==> src/rtl/serial_adder_pkg.sv <==
// Shared types for the bit-serial adder sequencer.
// Holds the FSM state enum and the count-width helper.
package serial_adder_pkg;

  typedef enum logic [1:0] {
    IDLE = 2'd0,
    RUN  = 2'd1,
    DONE = 2'd2
  } state_e;

  // Bit counter width: max(1, clog2(w)).
  function automatic int cnt_w(input int w);
    return (w > 1) ? $clog2(w) : 1;
  endfunction

endpackage

==> src/rtl/serial_adder_ctrl_if.sv <==
// Operand/result handshake bundle for serial_adder_ctrl.
// master = requester/consumer side, slave = the adder.
// Macro SERIAL_ADDER_SUB_EN adds the 1-bit sub request line.
interface serial_adder_ctrl_if #(
  parameter int WIDTH = 8
);
  import serial_adder_pkg::*;

  logic             in_valid;
  logic             in_ready;
  logic [WIDTH-1:0] a;
  logic [WIDTH-1:0] b;
  logic             cin;
`ifdef SERIAL_ADDER_SUB_EN
  logic             sub;
`endif
  logic             out_valid;
  logic             out_ready;
  logic [WIDTH-1:0] sum;
  logic             cout;

  modport master (
`ifdef SERIAL_ADDER_SUB_EN
    output sub,
`endif
    output in_valid, a, b, cin, out_ready,
    input  in_ready, out_valid, sum, cout
  );

  modport slave (
`ifdef SERIAL_ADDER_SUB_EN
    input  sub,
`endif
    input  in_valid, a, b, cin, out_ready,
    output in_ready, out_valid, sum, cout
  );

endinterface

==> src/rtl/behavioralFullAdder.sv <==
// One-bit full-adder cell shared by serial datapaths.
// Ports: a, b, cin in; s (sum), cout (carry) out.
module behavioralFullAdder (
  input  logic a,
  input  logic b,
  input  logic cin,
  output logic s,
  output logic cout
);

  assign s    = a ^ b ^ cin;
  assign cout = (a & b) | (cin & (a ^ b));

endmodule

==> src/rtl/serial_adder_ctrl.sv <==
// Bit-serial WIDTH-bit adder: one FA cell, LSB first.
// Ports: clk, rst_n (sync, active-low), bus (slave modport).
// Macro SERIAL_ADDER_SUB_EN enables a-b via bus.sub.
module serial_adder_ctrl
  import serial_adder_pkg::*;
#(
  parameter int WIDTH = 8
) (
  input  logic              clk,
  input  logic              rst_n,
  serial_adder_ctrl_if.slave bus
);

  localparam int CW = cnt_w(WIDTH);
  localparam logic [CW-1:0] LAST = CW'(WIDTH - 1);

  state_e           state_q, state_d;
  logic [WIDTH-1:0] a_sh_q, a_sh_d;
  logic [WIDTH-1:0] b_sh_q, b_sh_d;
  logic [WIDTH-1:0] sum_sh_q, sum_sh_d;
  logic [WIDTH-1:0] msb_ins;
  logic [CW-1:0]    cnt_q, cnt_d;
  logic             carry_q, carry_d;
  logic             sub_q, sub_d;
  logic             out_valid_q, out_valid_d;
  logic             fa_b, fa_s, fa_co;
  logic             req_sub;
  logic             hs;

`ifdef SERIAL_ADDER_SUB_EN
  assign req_sub = bus.sub;
`else
  assign req_sub = 1'b0;
`endif

  // Subtract feeds ~b; the +1 comes from the preset carry.
  assign fa_b = b_sh_q[0] ^ sub_q;

  behavioralFullAdder u_fa (
    .a    (a_sh_q[0]),
    .b    (fa_b),
    .cin  (carry_q),
    .s    (fa_s),
    .cout (fa_co)
  );

  assign hs = (state_q == DONE) && out_valid_q && bus.out_ready;

  always_comb begin
    state_d  = state_q;
    a_sh_d   = a_sh_q;
    b_sh_d   = b_sh_q;
    sum_sh_d = sum_sh_q;
    cnt_d    = cnt_q;
    carry_d  = carry_q;
    sub_d    = sub_q;
    msb_ins  = '0;
    msb_ins[WIDTH-1] = fa_s;
    unique case (state_q)
      IDLE: begin
        if (bus.in_valid) begin
          a_sh_d  = bus.a;
          b_sh_d  = bus.b;
          sub_d   = req_sub;
          carry_d = req_sub ? 1'b1 : bus.cin;
          cnt_d   = '0;
          state_d = RUN;
        end
      end
      RUN: begin
        a_sh_d   = a_sh_q >> 1;
        b_sh_d   = b_sh_q >> 1;
        sum_sh_d = (sum_sh_q >> 1) | msb_ins;
        carry_d  = fa_co;
        cnt_d    = cnt_q + CW'(1);
        if (cnt_q == LAST) state_d = DONE;
      end
      DONE: begin
        if (hs) state_d = IDLE;
      end
      default: state_d = IDLE;
    endcase
    // Valid is registered, so it rises one edge after DONE is entered.
    out_valid_d = (state_q == DONE) && !hs;
  end

  always_ff @(posedge clk) begin
    if (!rst_n) begin
      state_q     <= IDLE;
      a_sh_q      <= '0;
      b_sh_q      <= '0;
      sum_sh_q    <= '0;
      cnt_q       <= '0;
      carry_q     <= 1'b0;
      sub_q       <= 1'b0;
      out_valid_q <= 1'b0;
    end else begin
      state_q     <= state_d;
      a_sh_q      <= a_sh_d;
      b_sh_q      <= b_sh_d;
      sum_sh_q    <= sum_sh_d;
      cnt_q       <= cnt_d;
      carry_q     <= carry_d;
      sub_q       <= sub_d;
      out_valid_q <= out_valid_d;
    end
  end

  assign bus.in_ready  = (state_q == IDLE);
  assign bus.out_valid = out_valid_q;
  assign bus.sum       = sum_sh_q;
  assign bus.cout      = carry_q;

endmodule

==> src/flat_wrapper.sv <==
// flat-port wrapper written by rule: the top's interface ports become plain ports
module serial_adder_ctrl_flat import serial_adder_pkg::*;
#(
  parameter int WIDTH = 8
)
  (clk, rst_n, bus_in_valid, bus_a, bus_b, bus_cin, bus_out_ready, bus_in_ready, bus_out_valid, bus_sum, bus_cout);
  serial_adder_ctrl_if #(.WIDTH(WIDTH)) bus_i ();
  input  logic clk;
  input  logic rst_n;
  input wire logic [$bits(bus_i.in_valid)-1:0] bus_in_valid;
  input wire logic [$bits(bus_i.a)-1:0] bus_a;
  input wire logic [$bits(bus_i.b)-1:0] bus_b;
  input wire logic [$bits(bus_i.cin)-1:0] bus_cin;
  input wire logic [$bits(bus_i.out_ready)-1:0] bus_out_ready;
  output wire logic [$bits(bus_i.in_ready)-1:0] bus_in_ready;
  output wire logic [$bits(bus_i.out_valid)-1:0] bus_out_valid;
  output wire logic [$bits(bus_i.sum)-1:0] bus_sum;
  output wire logic [$bits(bus_i.cout)-1:0] bus_cout;
  assign bus_i.in_valid = bus_in_valid;
  assign bus_i.a = bus_a;
  assign bus_i.b = bus_b;
  assign bus_i.cin = bus_cin;
  assign bus_i.out_ready = bus_out_ready;
  assign bus_in_ready = bus_i.in_ready;
  assign bus_out_valid = bus_i.out_valid;
  assign bus_sum = bus_i.sum;
  assign bus_cout = bus_i.cout;
  serial_adder_ctrl #(.WIDTH(WIDTH)) u_core (.clk(clk), .rst_n(rst_n), .bus(bus_i));
endmodule
==> config.mk <==
export PLATFORM = sky130hd
export DESIGN_NAME = serial_adder_ctrl_flat
export DESIGN_NICKNAME = d
export VERILOG_FILES = /design/src/rtl/serial_adder_pkg.sv /design/src/rtl/serial_adder_ctrl_if.sv /design/src/rtl/behavioralFullAdder.sv /design/src/rtl/serial_adder_ctrl.sv /design/src/flat_wrapper.sv
export SDC_FILE = /design/constraint.sdc
export NUM_CORES = 1
export LEC_CHECK = 0
export CAP_MARGIN = 10
export CORE_ASPECT_RATIO = 2
export CORE_UTILIZATION = 43
export DETAILED_ROUTE_END_ITERATION = 16
export GPL_ROUTABILITY_DRIVEN = 0
export PLACE_DENSITY = 0.79
export SETUP_SLACK_MARGIN = 0.15
export SLEW_MARGIN = 10
export SYNTH_ARGS = -nofsm -noshare
export SYNTH_HDL_FRONTEND = slang
export SYNTH_SLANG_ARGS = --single-unit
==> constraint.sdc <==
create_clock -name clk -period 1.4 [get_ports clk]
set_clock_uncertainty 0.05 [all_clocks]
set_input_delay 0.14 -clock clk [delete_from_list [all_inputs] [get_ports clk]]
set_output_delay 0.14 -clock clk [all_outputs]
set_load 0.05 [all_outputs]
==> results.sh <==
export IMPL_ir_worst_vdd_v=0.00101
export IMPL_ios=32
export IMPL_p_per_area_nw_per_um2=1100
export IMPL_max_slew_margin_rel=0.775
export IMPL_drive_above_1_share=0.305
export IMPL_dp_hpwl_um=2090
export IMPL_r2r_start="u_core.state_q[0]$_SDFFE_PN0P_"
export IMPL_numCtsBuffers=5
export IMPL_worstHoldStart="bus_in_valid"
export IMPL_synth_cell_types=26
export IMPL_dr_pass1_iters=4
export IMPL_timing_final_crit_share=0.956
export IMPL_timing_fmax_ghz=0.747
export IMPL_power_internal_mw=1.72
export IMPL_min_path_type="primary input to flip-flop"
export IMPL_num_vias=1113
export IMPL_clockBufferDepth=2
export IMPL_wirelength_um=3250
export IMPL_report_final_slew_viol_count=0
export IMPL_nets=197
export IMPL_dieArea_um2=3310
export IMPL_power_share_combinational=0.170
export IMPL_fp_coreArea_um2=2940
export IMPL_cts_tree="done"
export IMPL_status="complete, no violations"
export IMPL_ant_nets=0
export IMPL_pwr_share_seq=0.432
export IMPL_p_sw_frac=0.243
export IMPL_synth_seq_cells=31
export IMPL_worst_slew_pin_slew_ns=0.335
export IMPL_grt_pass1_wl_um=4570
export IMPL_finalCriticalPeriod_ns=1.34
export IMPL_syn_cell_area_um2=1320
export IMPL_worstPathRequired_ns=1.53
export IMPL_yosys_warnings=0
export IMPL_diodes=0
export IMPL_hold_worst_slack_ns=0.412
export IMPL_leakage_nw=0.782
export IMPL_drc_errors=0
export IMPL_r2r_cells=4
export IMPL_grt_ovfl_total=0
export IMPL_cp_arrival_ns=1.47
export IMPL_routed_via_density=5.46
export IMPL_antenna_found_initial=0
export IMPL_grt_pass1_vias=1074
export IMPL_die_y_um=80.4
export IMPL_synth_seq_area_share=0.470
export IMPL_start_kind="flip-flop"
export IMPL_power_total_mw=2.27
export IMPL_p_sw_uw=550
export IMPL_critPathKind="flip-flop to flip-flop"
export IMPL_grt_usage=0.205
export IMPL_hold_viol_final=0
export IMPL_min_to="u_core.cnt_q[2]$_SDFFE_PN0P_"
export IMPL_wl_per_cell_um=15.9
export IMPL_cts_clk_slew_worst_paths_ns=0.07
export IMPL_r2r_end="u_core.b_sh_q[1]$_SDFFE_PN0P_"
export IMPL_cts_root_buf="clkbuf_8"
export IMPL_htreeDepth=2
export IMPL_synthCells=136
export IMPL_clk_latency_ns=0.28
export IMPL_syn_avg_cell_area_um2=9.72
export IMPL_end_kind="flip-flop"
export IMPL_io_buffers=31
export IMPL_cp_max_fo=7
export IMPL_pwr_share_clk=0.398
export IMPL_post_place_cells=194
export IMPL_area_delta_synth_final_pct=55.5
export IMPL_whs_path_depth=5
export IMPL_initial_utilization=0.449
export IMPL_ff2ff_setup_slack_ns=0.06
export IMPL_placed_cell_area_um2=1780
export IMPL_drtIter0Drc=26
export IMPL_syn_nets=160
export IMPL_rows=28
export IMPL_rsz0062_at_grt="true"
export IMPL_finalNonFillerCells=204
export IMPL_design_area_um2=2050
export IMPL_drv_cap=0
export IMPL_setup_viol_count_final=0
export IMPL_grt_max_degree=25
export IMPL_clock_sinks=31
export IMPL_die_w_um=41.2
## critical path: stages, from the launching register on
cell,delay (ns)
dfxtp_2,0.33
or3b_4,0.44
clkbuf_16,0.18
o221ai_2,0.16
nor2_1,0.07
## metrics by stage
| step | setup slack, ns | utilization | TNS [ns] |
|---|---|---|---|
| floorplan | 0.00801 | - | 0 |
| global placement | -0.197 | 0.604 | -2.75 |
| detailed placement | -0.238 | 0.604 | -3.23 |
| CTS | 0.0806 | 0.652 | 0 |
| global route | 0.0375 | 0.698 | 0 |
| finish | 0.0620 | 0.698 | 0 |
## placed cells by master, fill, tap and decap left out, types with 2 or more instances in the layout
master	instances
dfxtp_2	2
nor2b_1	4
clkbuf_8	6
a21boi_0	7
buf_4	5
a22oi_1	3
buf_12	14
o221ai_2	13
o221ai_4	2
clkdlybuf4s50_1	19
nor2_1	30
nand2_1	18
dfxtp_1	29
## Yosys cell counts
| cell | number | area share |
|---|---|---|
| a21boi_0 | 8 | 0.045 |
| buf_8 | 1 | 0.011 |
| a22oi_1 | 4 | 0.023 |
| buf_4 | 1 | 0.0057 |
| nand2_1 | 18 | 0.051 |
| buf_1 | 1 | 0.0028 |
| or2b_1 | 1 | 0.0057 |
| o221ai_1 | 5 | 0.033 |
| mux2i_1 | 1 | 0.0076 |
| fa_1 | 1 | 0.015 |
| buf_6 | 2 | 0.017 |
| o21bai_1 | 1 | 0.0057 |
| nor3b_1 | 1 | 0.0057 |
| and3_1 | 1 | 0.0047 |
| ha_1 | 2 | 0.019 |
| clkbuf_1 | 2 | 0.0057 |
| a211oi_1 | 1 | 0.0057 |
| nor2b_1 | 5 | 0.024 |
| buf_2 | 4 | 0.015 |
| o221ai_2 | 10 | 0.11 |
| or3b_1 | 1 | 0.0066 |
| a31o_2 | 1 | 0.0066 |
| dfxtp_1 | 31 | 0.47 |
| and2_1 | 1 | 0.0047 |
| nor2_1 | 31 | 0.088 |
| o21ba_2 | 1 | 0.0076 |
## power groups by stage
| stage | registers [mW] | logic, mW | clock network, mW |
|---|---|---|---|
| global placement | 0.990 | 0.313 | 0 |
| global route | 0.983 | 0.412 | 0.966 |
| detailed placement | 0.995 | 0.324 | 0 |
| CTS | 0.975 | 0.334 | 0.918 |
| finish | 0.980 | 0.385 | 0.901 |
| floorplan | 1.01 | 0.171 | 0 |
## registers in the layout (all words and copies together), names as in the netlist
name,count
u_core.state_q,2
u_core.a_sh_q,8
u_core.bus.sum,8
u_core.b_sh_q,8
u_core.bus.out_valid,1
u_core.bus.cout,1
u_core.cnt_q,3
## layout make-up
cell class	instances	area, µm²
Clock buffer	6	82.6
Timing Repair Buffer	41	557
Tap cell	30	37.5
Fill cell	214	888
Multi-Input combinational cell	94	719
Sequential cell	31	623
Clock inverter	2	35.0
## metal layers
metal  share of wire  vias up  wire [µm]  track usage
met5               0        -          0            0
met4           0.014        0         46        0.119
met3           0.030        4         97       0.0497
met2            0.59       23       1930        0.358
met1            0.36      536       1180        0.195
li1                -      550          -            -
## worst max-delay path by stage
stage	startpoint	end	slack, ns	depth (start not counted)
6_report	u_core.state_q[0]$_SDFFE_PN0P_	u_core.b_sh_q[1]$_SDFFE_PN0P_	0.06	4
5_1_grt	u_core.state_q[0]$_SDFFE_PN0P_	u_core.b_sh_q[5]$_SDFFE_PN0P_	0.04	4
4_1_cts	bus_in_valid	u_core.b_sh_q[5]$_SDFFE_PN0P_	0.08	5
3_5_place_dp	bus_in_valid	u_core.b_sh_q[5]$_SDFFE_PN0P_	-0.24	5
3_3_place_gp	bus_in_valid	u_core.bus.cout$_SDFFE_PN0P_	-0.20	5
2_1_floorplan	u_core.state_q[0]$_SDFFE_PN0P_	u_core.b_sh_q[2]$_SDFFE_PN0P_	0.008	6
## logic make-up (layout without fill, tap and decap cells)
family	Yosys count	in the layout	share of synthesized area
buffers and inverters	11	49	0.0578
and+or+nand+nor	59	59	0.190
DFF	31	31	0.470
muxes	1	1	0.00758
AOI/OAI and AO/OA	31	31	0.241
adders and majority gates	3	3	0.0341
## timing repair
item                                    CTS  global route
hold buffers                              0             0
pin swaps                                 0             6
buffers inserted                          0             1
endpoints found under the setup margin   25            21
resized for setup                         6            16
gates cloned                              0             1
Power figures use the tool's default switching activity.
